**config.mk**
```make
export PLATFORM = sky130hd
export DESIGN_NAME = store_buffer
export DESIGN_NICKNAME = d
export VERILOG_FILES = /design/src/rtl/store_buffer.sv
export SDC_FILE = /design/constraint.sdc
export NUM_CORES = 1
export LEC_CHECK = 0
export BUFFER_PORTS_ARGS = -buffer_cell sky130_fd_sc_hd__buf_2
export CAP_MARGIN = 20
export CORE_MARGIN = 2
export CORE_UTILIZATION = 49
export CTS_CLUSTER_SIZE = 30
export DETAILED_ROUTE_END_ITERATION = 7
export PLACE_DENSITY = 0.7
export SYNTH_ARGS = -nofsm -noshare
export SYNTH_HDL_FRONTEND = slang
export SYNTH_SLANG_ARGS = --single-unit
```
**constraint.sdc**
```tcl
create_clock -name clka -period 7.5 [get_ports clka]
set_input_delay 0.75 -clock clka [delete_from_list [all_inputs] [get_ports clka]]
set_output_delay 0.75 -clock clka [all_outputs]
set_load 0.01 [all_outputs]
```
**src/rtl/store_buffer.sv**
```systemverilog
// Posted-write store buffer between the MEM stage and the data RAM, with load forwarding and a flush handshake.
// Optional store coalescing into the youngest entry is enabled by defining SB_COALESCE_EN.

module sb_entry #(
    parameter int WA_W   = 30,
    parameter int DATA_W = 32
) (
    input  logic              clka,
    input  logic              we,
    input  logic [WA_W-1:0]   waddr,
    input  logic [DATA_W-1:0] wdata,
    input  logic [WA_W-1:0]   cmp_addr,
    output logic [WA_W-1:0]   addr,
    output logic [DATA_W-1:0] data,
    output logic              match
);
    // Payload is never reset; validity is tracked by the head pointer and count.
    always_ff @(posedge clka) begin
        if (we) begin
            addr <= waddr;
            data <= wdata;
        end
    end

    assign match = (addr == cmp_addr);
endmodule

module store_buffer #(
    parameter int DEPTH  = 4,
    parameter int ADDR_W = 32,
    parameter int DATA_W = 32
) (
    input  logic                     clka,
    input  logic                     rst,
    input  logic                     st_valid,
    input  logic [ADDR_W-1:0]        st_addr,
    input  logic [DATA_W-1:0]        st_data,
    output logic                     st_ready,
    input  logic [ADDR_W-1:0]        ld_addr,
    output logic                     ld_hit,
    output logic [DATA_W-1:0]        ld_data,
    output logic                     mem_we,
    output logic [ADDR_W-1:0]        mem_addr,
    output logic [DATA_W-1:0]        mem_wdata,
    input  logic                     mem_ack,
    input  logic                     flush,
    output logic                     flush_done,
    output logic                     sb_empty,
    output logic [$clog2(DEPTH):0]   sb_count
);
    localparam int PTR_W = $clog2(DEPTH);
    localparam int CNT_W = PTR_W + 1;
    localparam int WA_W  = ADDR_W - 2;
    localparam logic [CNT_W-1:0] FULL_CNT = CNT_W'(DEPTH);

    typedef enum logic [1:0] {FL_IDLE, FL_DRAIN, FL_WAIT} fl_state_t;

    logic [PTR_W-1:0]              head, tail, young;
    logic [CNT_W-1:0]              count;
    logic                          ready_q;
    fl_state_t                     fl_state, fl_next;
    logic                          pop, coal, accept, alloc, merge;
    logic [DEPTH-1:0]              ent_we, ent_match;
    logic [DEPTH-1:0][WA_W-1:0]    ent_addr;
    logic [DEPTH-1:0][DATA_W-1:0]  ent_data;
    logic                          unused_lsbs;

    assign unused_lsbs = ^{st_addr[1:0], ld_addr[1:0]};

    assign young = tail - PTR_W'(1);
    assign pop   = mem_we && mem_ack;

`ifdef SB_COALESCE_EN
    // Merge into the youngest entry unless that entry is the head leaving this cycle.
    assign coal = st_valid && (count != '0) &&
                  (ent_addr[young] == st_addr[ADDR_W-1:2]) &&
                  !((count == CNT_W'(1)) && pop);
`else
    assign coal = 1'b0;
`endif

    assign st_ready = ready_q && (fl_state == FL_IDLE) && ((count != FULL_CNT) || coal);
    assign accept   = st_valid && st_ready;
    assign alloc    = accept && !coal;
    assign merge    = accept && coal;

    for (genvar i = 0; i < DEPTH; i++) begin : g_ent
        assign ent_we[i] = (alloc && (tail == PTR_W'(i))) || (merge && (young == PTR_W'(i)));
        sb_entry #(.WA_W(WA_W), .DATA_W(DATA_W)) u_ent (
            .clka     (clka),
            .we       (ent_we[i]),
            .waddr    (st_addr[ADDR_W-1:2]),
            .wdata    (st_data),
            .cmp_addr (ld_addr[ADDR_W-1:2]),
            .addr     (ent_addr[i]),
            .data     (ent_data[i]),
            .match    (ent_match[i])
        );
    end

    // Walk oldest to youngest so the last hit seen is the youngest.
    always_comb begin
        ld_hit  = 1'b0;
        ld_data = '0;
        for (int k = 0; k < DEPTH; k++) begin
            if ((CNT_W'(k) < count) && ent_match[head + PTR_W'(k)]) begin
                ld_hit  = 1'b1;
                ld_data = ent_data[head + PTR_W'(k)];
            end
        end
    end

    always_ff @(posedge clka or negedge rst) begin
        if (!rst) begin
            head     <= '0;
            tail     <= '0;
            count    <= '0;
            ready_q  <= 1'b0;
            fl_state <= FL_IDLE;
        end else begin
            ready_q  <= 1'b1;
            fl_state <= fl_next;
            if (alloc) tail <= tail + PTR_W'(1);
            if (pop)   head <= head + PTR_W'(1);
            if (alloc && !pop)      count <= count + CNT_W'(1);
            else if (!alloc && pop) count <= count - CNT_W'(1);
        end
    end

    always_comb begin
        fl_next    = fl_state;
        flush_done = 1'b0;
        case (fl_state)
            FL_IDLE:  if (flush) fl_next = FL_DRAIN;
            FL_DRAIN: if ((count == '0) && !alloc) begin
                          flush_done = 1'b1;
                          fl_next    = FL_WAIT;
                      end
            FL_WAIT:  if (!flush) fl_next = FL_IDLE;
            default:  fl_next = FL_IDLE;
        endcase
    end

    assign mem_we    = (count != '0);
    assign mem_addr  = {ent_addr[head], 2'b00};
    assign mem_wdata = ent_data[head];
    assign sb_empty  = (count == '0);
    assign sb_count  = count;
endmodule

```
Yosys cells after proc, flatten, opt, wreduce, memory -nomap -nowiden:

Index checks and enable logic that the tools add are counted.

* input port bits: 101
* register bits after elaboration: 258
* output and inout bits: 104
* logic and storage cells: 97

* multiplexer cells: 34
* $lt $le $gt $ge: 8
* reductions and logical operators: 23
* equal/unequal tests: 13
* add/subtract/negate cells: 6

Operators by type and width (number)
* binary-select mux 32 bit (select 2 bit): 4
* 2-to-1 mux 32 bit: 8
* equality test 30 bit: 4
* binary-select mux 30 bit (select 2 bit): 1
* 2-to-1 mux 30 bit: 1
* logical AND 1 bit: 15
* < comparator 2 x 3 -> 1 bit (second input constant): 4
* 2-to-1 mux 1 bit: 10
* binary-select mux 1 bit (select 2 bit): 4
* equality test 2 bit (second input constant): 3
* < comparator 1 x 3 -> 1 bit (first input constant): 2
* < comparator 2 x 3 -> 1 bit (first input constant): 2
* 2-to-1 mux 2 bit: 3
* 2-to-1 mux 3 bit: 2
* != test 2 bit (second input constant): 3
* case mux 2 bit (3 select lines): 1
* adder 2 x 1 -> 2 bit (second input constant): 2
* adder 2 bit (second input constant): 2
* equality test 2 x 1 -> 1 bit (second input constant): 2
* zero test 2 bit: 2
* adder 3 x 1 -> 3 bit (second input constant): 1
* zero test 3 bit: 1
* != test 3 bit (second input constant): 1
* AND reduction 3 bit: 1
* 4 further kinds: 5

Logic depth before layout (Yosys ltp):

* word-level depth: 8
* depth in mapped cells: 9
* mapped depth without buffers: 8

Hierarchy:

From an unflattened synthesis, not the netlist that was laid out.

* cell total of the unflattened synthesis: 920
* area, all modules: 14241.2 µm²

Modules (own cells, without submodules)
* sb_entry: cells each 102, area each 2192.1 µm², times used 4
* store_buffer: cells each 512, area each 5472.7 µm², times used 1

Worst setup path before layout:

No wires, ideal clock.

* kind: input to output
* from: input port ld_addr[25]
* to: output port ld_data[10]
* arrival: 2998 ps
* stages: 9
* required time: 6750 ps
* slack: 3752 ps
* cell sequence: xor2_1 -> nor4_1 -> nand3_1 -> or3_1 -> mux4_2 -> buf_2 -> nor3b_1 -> mux2i_1 -> a222oi_1

* longest elaborated chain between the ends: 8

RTL lines
* start: declaration: line 39 `input logic [ADDR_W-1:0] ld_addr,`
* equality test 30 bit: line 25 `assign match = (addr == cmp_addr);`
* binary-select mux 1 bit (select 2 bit): line 106 `if ((CNT_W'(k) < count) && ent_match[head + PTR_W'(k)]) begin`
* 2-to-1 mux 1 bit (implied by the code): line 106
* logical AND 1 bit: line 106
* 2-to-1 mux 32 bit (3 in a row): line 106
* 2-to-1 mux 32 bit (*): line 106
* end: declaration: line 41 `output logic [DATA_W-1:0] ld_data,`

Mark *: on every way between the ends. The rest lies on a longest branch, timed or not. The select of a mux whose other input is x is not followed.

Final worst setup path:

* from: register g_ent[0].u_ent.addr[26]
* to: output port ld_data[10]

* longest elaborated chain between the ends: 8

RTL lines
* start: declaration: line 13 `output logic [WA_W-1:0] addr,`
* start signal: assignment: line 20 `addr <= waddr;`
* equality test 30 bit (*): line 25
* binary-select mux 1 bit (select 2 bit): line 106
* 2-to-1 mux 1 bit (implied by the code): line 106
* logical AND 1 bit: line 106
* 2-to-1 mux 32 bit (3 in a row): line 106
* 2-to-1 mux 32 bit (*): line 106

Marks and branches as above.

==> results.cfg <==
[setup_path]
reg2reg_depth = 4
cp.arrival_ns = 4.50
cp_max_fo = 35
crit_type = flip-flop to output port
end_kind = output port
cp-start-kind = flip-flop
cp_data_required_time_ns = 6.75

[outcome]
status = complete, no violations

[route]
dr.pass1.iters = 6
drt_iter0_drc = 779
wl_per_cell_microns = 20.9
drt.antenna.violating_nets = 0
vias_per_cell = 5.73
finalWirelength_microns = 34500
via_count = 9437
drc_errors = 0

[final_layout]
nFillCells = 2326
post-route-util_pct = 56.7
drive_gt1_share_pct = 28.9
finalNonFillerCells = 1647
layout.nets = 1344
area_delta_synth_final_pct = 14.7

[timing]
rsz0062_at_grt = false
slew_violations = 0
fmax_mhz = 190
tns_ns = 0
slew_headroom_pct = 26.4
period_share_pct = 70.0
skew_ns = 0.0185
setup_viol = 0
worst_pin_slew_ns = 1.10
finalCriticalPeriod_ns = 5.25
hold_violations = 0

[yosys]
syn_area_sq_mm = 0.0141
netlist_instances = 1071
synth-seq-cells = 258
yosysTopAreaCell = edfxtp_1
ys_types = 46
yosysSeqAreaShare_pct = 54.7
synth_area_leaders = edfxtp_1 (53%), xor2_1 (7.5%), mux2i_1 (6.6%), mux4_2 (5.8%), mux2_2 (5.1%)
ys_warn_count = 0
yosys.area.top_type_share_pct = 52.9
avgSynthCellArea_sq_um = 13.1

[place]
port_buffers = 198
dp_cells = 1587
detailed_place_hpwl_microns = 21600
gp_congestion = 0.836

[floorplan]
initial_core_util_pct = 49.5
core_area_sq_mm = 0.0285
num_rows = 62
io_pins = 205
fp.dieArea_sq_mm = 0.0301
die_h_microns = 174
die_w_microns = 174

[global_routing]
grt-ovfl-total = 0
grt_pass1_vias = 9394
grt_pass1_wl_microns = 52200
grt_max_degree = 125
antenna_found_initial = 10
grt_usage_pct = 22.2

[clocking]
cts_sinks = 258
cts_hold_buf = 0
cts_root_buf = clkbuf_16
h-tree-depth = 1
clock_latency_ns = 0.55
cts_resized = 0
post_cts_buffers = 0
cts_made_buffers = 28
clockBufferDepth = 3
clkTransAtPathRegs_ns = 0.06
cts_tree = yes

[pwr]
peakVddDrop_uv = 300
static-leakage-power_nw = 5.87
power_mw = 5.17
powerDensity_mw_per_mm2 = 320

[hold_path]
min_path_type = input pin to asynchronous set/reset pin

[run]
drv_cap = 0
## Yosys cell counts, drive strengths merged
library cell,count
dfrtp,10
inv,8
a21oi,34
clkdlybuf4s50,6
buf,40
clkbuf,23
o22a,1
a222oi,30
dlygate4sd1,4
mux2i,93
nor2,42
o41ai,1
conb,2
nor3,4
a2bb2oi,1
xnor2,6
or3,1
nand2,101
and3,4
a221oi,1
ha,9
a211oi,2
nand2b,1
mux4,36
nand4,7
o21bai,1
nand3,3
o221a,2
nor3b,31
o21ai,97
and2,1
nor4,31
mux2,64
xor2,120
or2,5
o41a,1
edfxtp,248
## registers in the layout, indices dropped and copies added (netlist names)
register	cells
fl_state	2
g_ent.u_ent.addr	120
g_ent.u_ent.data	128
head	2
ready_q	1
sb_count	3
tail	2
## through the flow
| stage | setup WS (ns) | instance area (sq um) | hold WS, ns |
|---|---|---|---|
| CTS | 2.29 | 16100 | 0.0389 |
| global placement | 2.49 | 15200 | 0.462 |
| floorplan | 3.75 | 14100 | 0.448 |
| global route | 2.05 | 16100 | 0.0538 |
| detailed placement | 2.41 | 15200 | 0.485 |
| finish | 2.25 | 16100 | 0.0519 |
## power breakdown
group	switching [mW]	internal, mW
registers	0.161	1.69
clock network	0.553	0.842
logic	1.09	0.831
## worst paths after layout
kind	from	to	slack [ns]
min reg2reg	fl_state[1]	fl_state[0]	0.49
min in group clka	st_data[3]	g_ent[0].u_ent.data[3]	0.42
max	g_ent[0].u_ent.addr[26]	ld_data[10]	2.25
max reg2reg	sb_count[0]	g_ent[3].u_ent.data[28]	4.83
min	rst	tail[0]	0.05
max in group asynchronous	rst	head[1]	7.23
## critical path, cell delays in order, from the launching register on
cell and delay [ns]:
edfxtp_1 0.40, xor2_1 0.19, nor4_1 0.57, nand4_1 0.27, nor4_1 0.39, o41a_2 0.82, nor2_2 0.33, buf_4 0.33
a222oi_1 0.40, buf_2 0.21
## placed cells by master, fill, tap and decap left out, types with 8 or more instances in the layout
master,n
a21oi_1,34
a222oi_1,30
buf_2,198
clkbuf_16,29
dfrtp_1,8
edfxtp_1,248
ha_1,9
mux2_2,64
mux2i_1,93
mux4_2,36
nand2_1,101
nor2_1,40
nor3b_1,31
nor4_1,31
o21ai_0,97
xor2_1,120
## cell families (layout without fill, tap and decap cells)
logic type / Yosys count / in the layout / synth area share, %
xor gates and xnor gates: 126 / 126 / 7.84
buffers and inverters: 81 / 265 / 3.63
AOI/OAI and AO/OA: 171 / 171 / 7.47
and+or+nand+nor: 231 / 231 / 8.05
DFF: 258 / 258 / 54.7
adders and majority gates: 9 / 9 / 0.800
muxes: 193 / 193 / 17.5
other: 2 / 10 / 0.0533
## per-layer routing
metal	part of all wire [%]	track usage, %	vias to the layer above
met5	0.081	0	-
met3	7.9	5.55	57
met2	49	38.5	332
met1	41	27.6	4620
met4	2.2	6.39	6
li1	-	-	4422
## final cells by class
cell class              count  area [sq um]  share of cell area [%]
multi-input cells         733          5900                    36.6
inverters                   8          30.0                   0.186
clock buffers              34           744                    4.61
clock inverters            18           194                    1.20
diodes                      7          17.5                   0.109
well taps                 384           480                    2.98
repair buffers            205          1070                    6.62
flip-flops and latches    258          7700                    47.7
No activity file was read; power rests on OpenSTA's default activity.
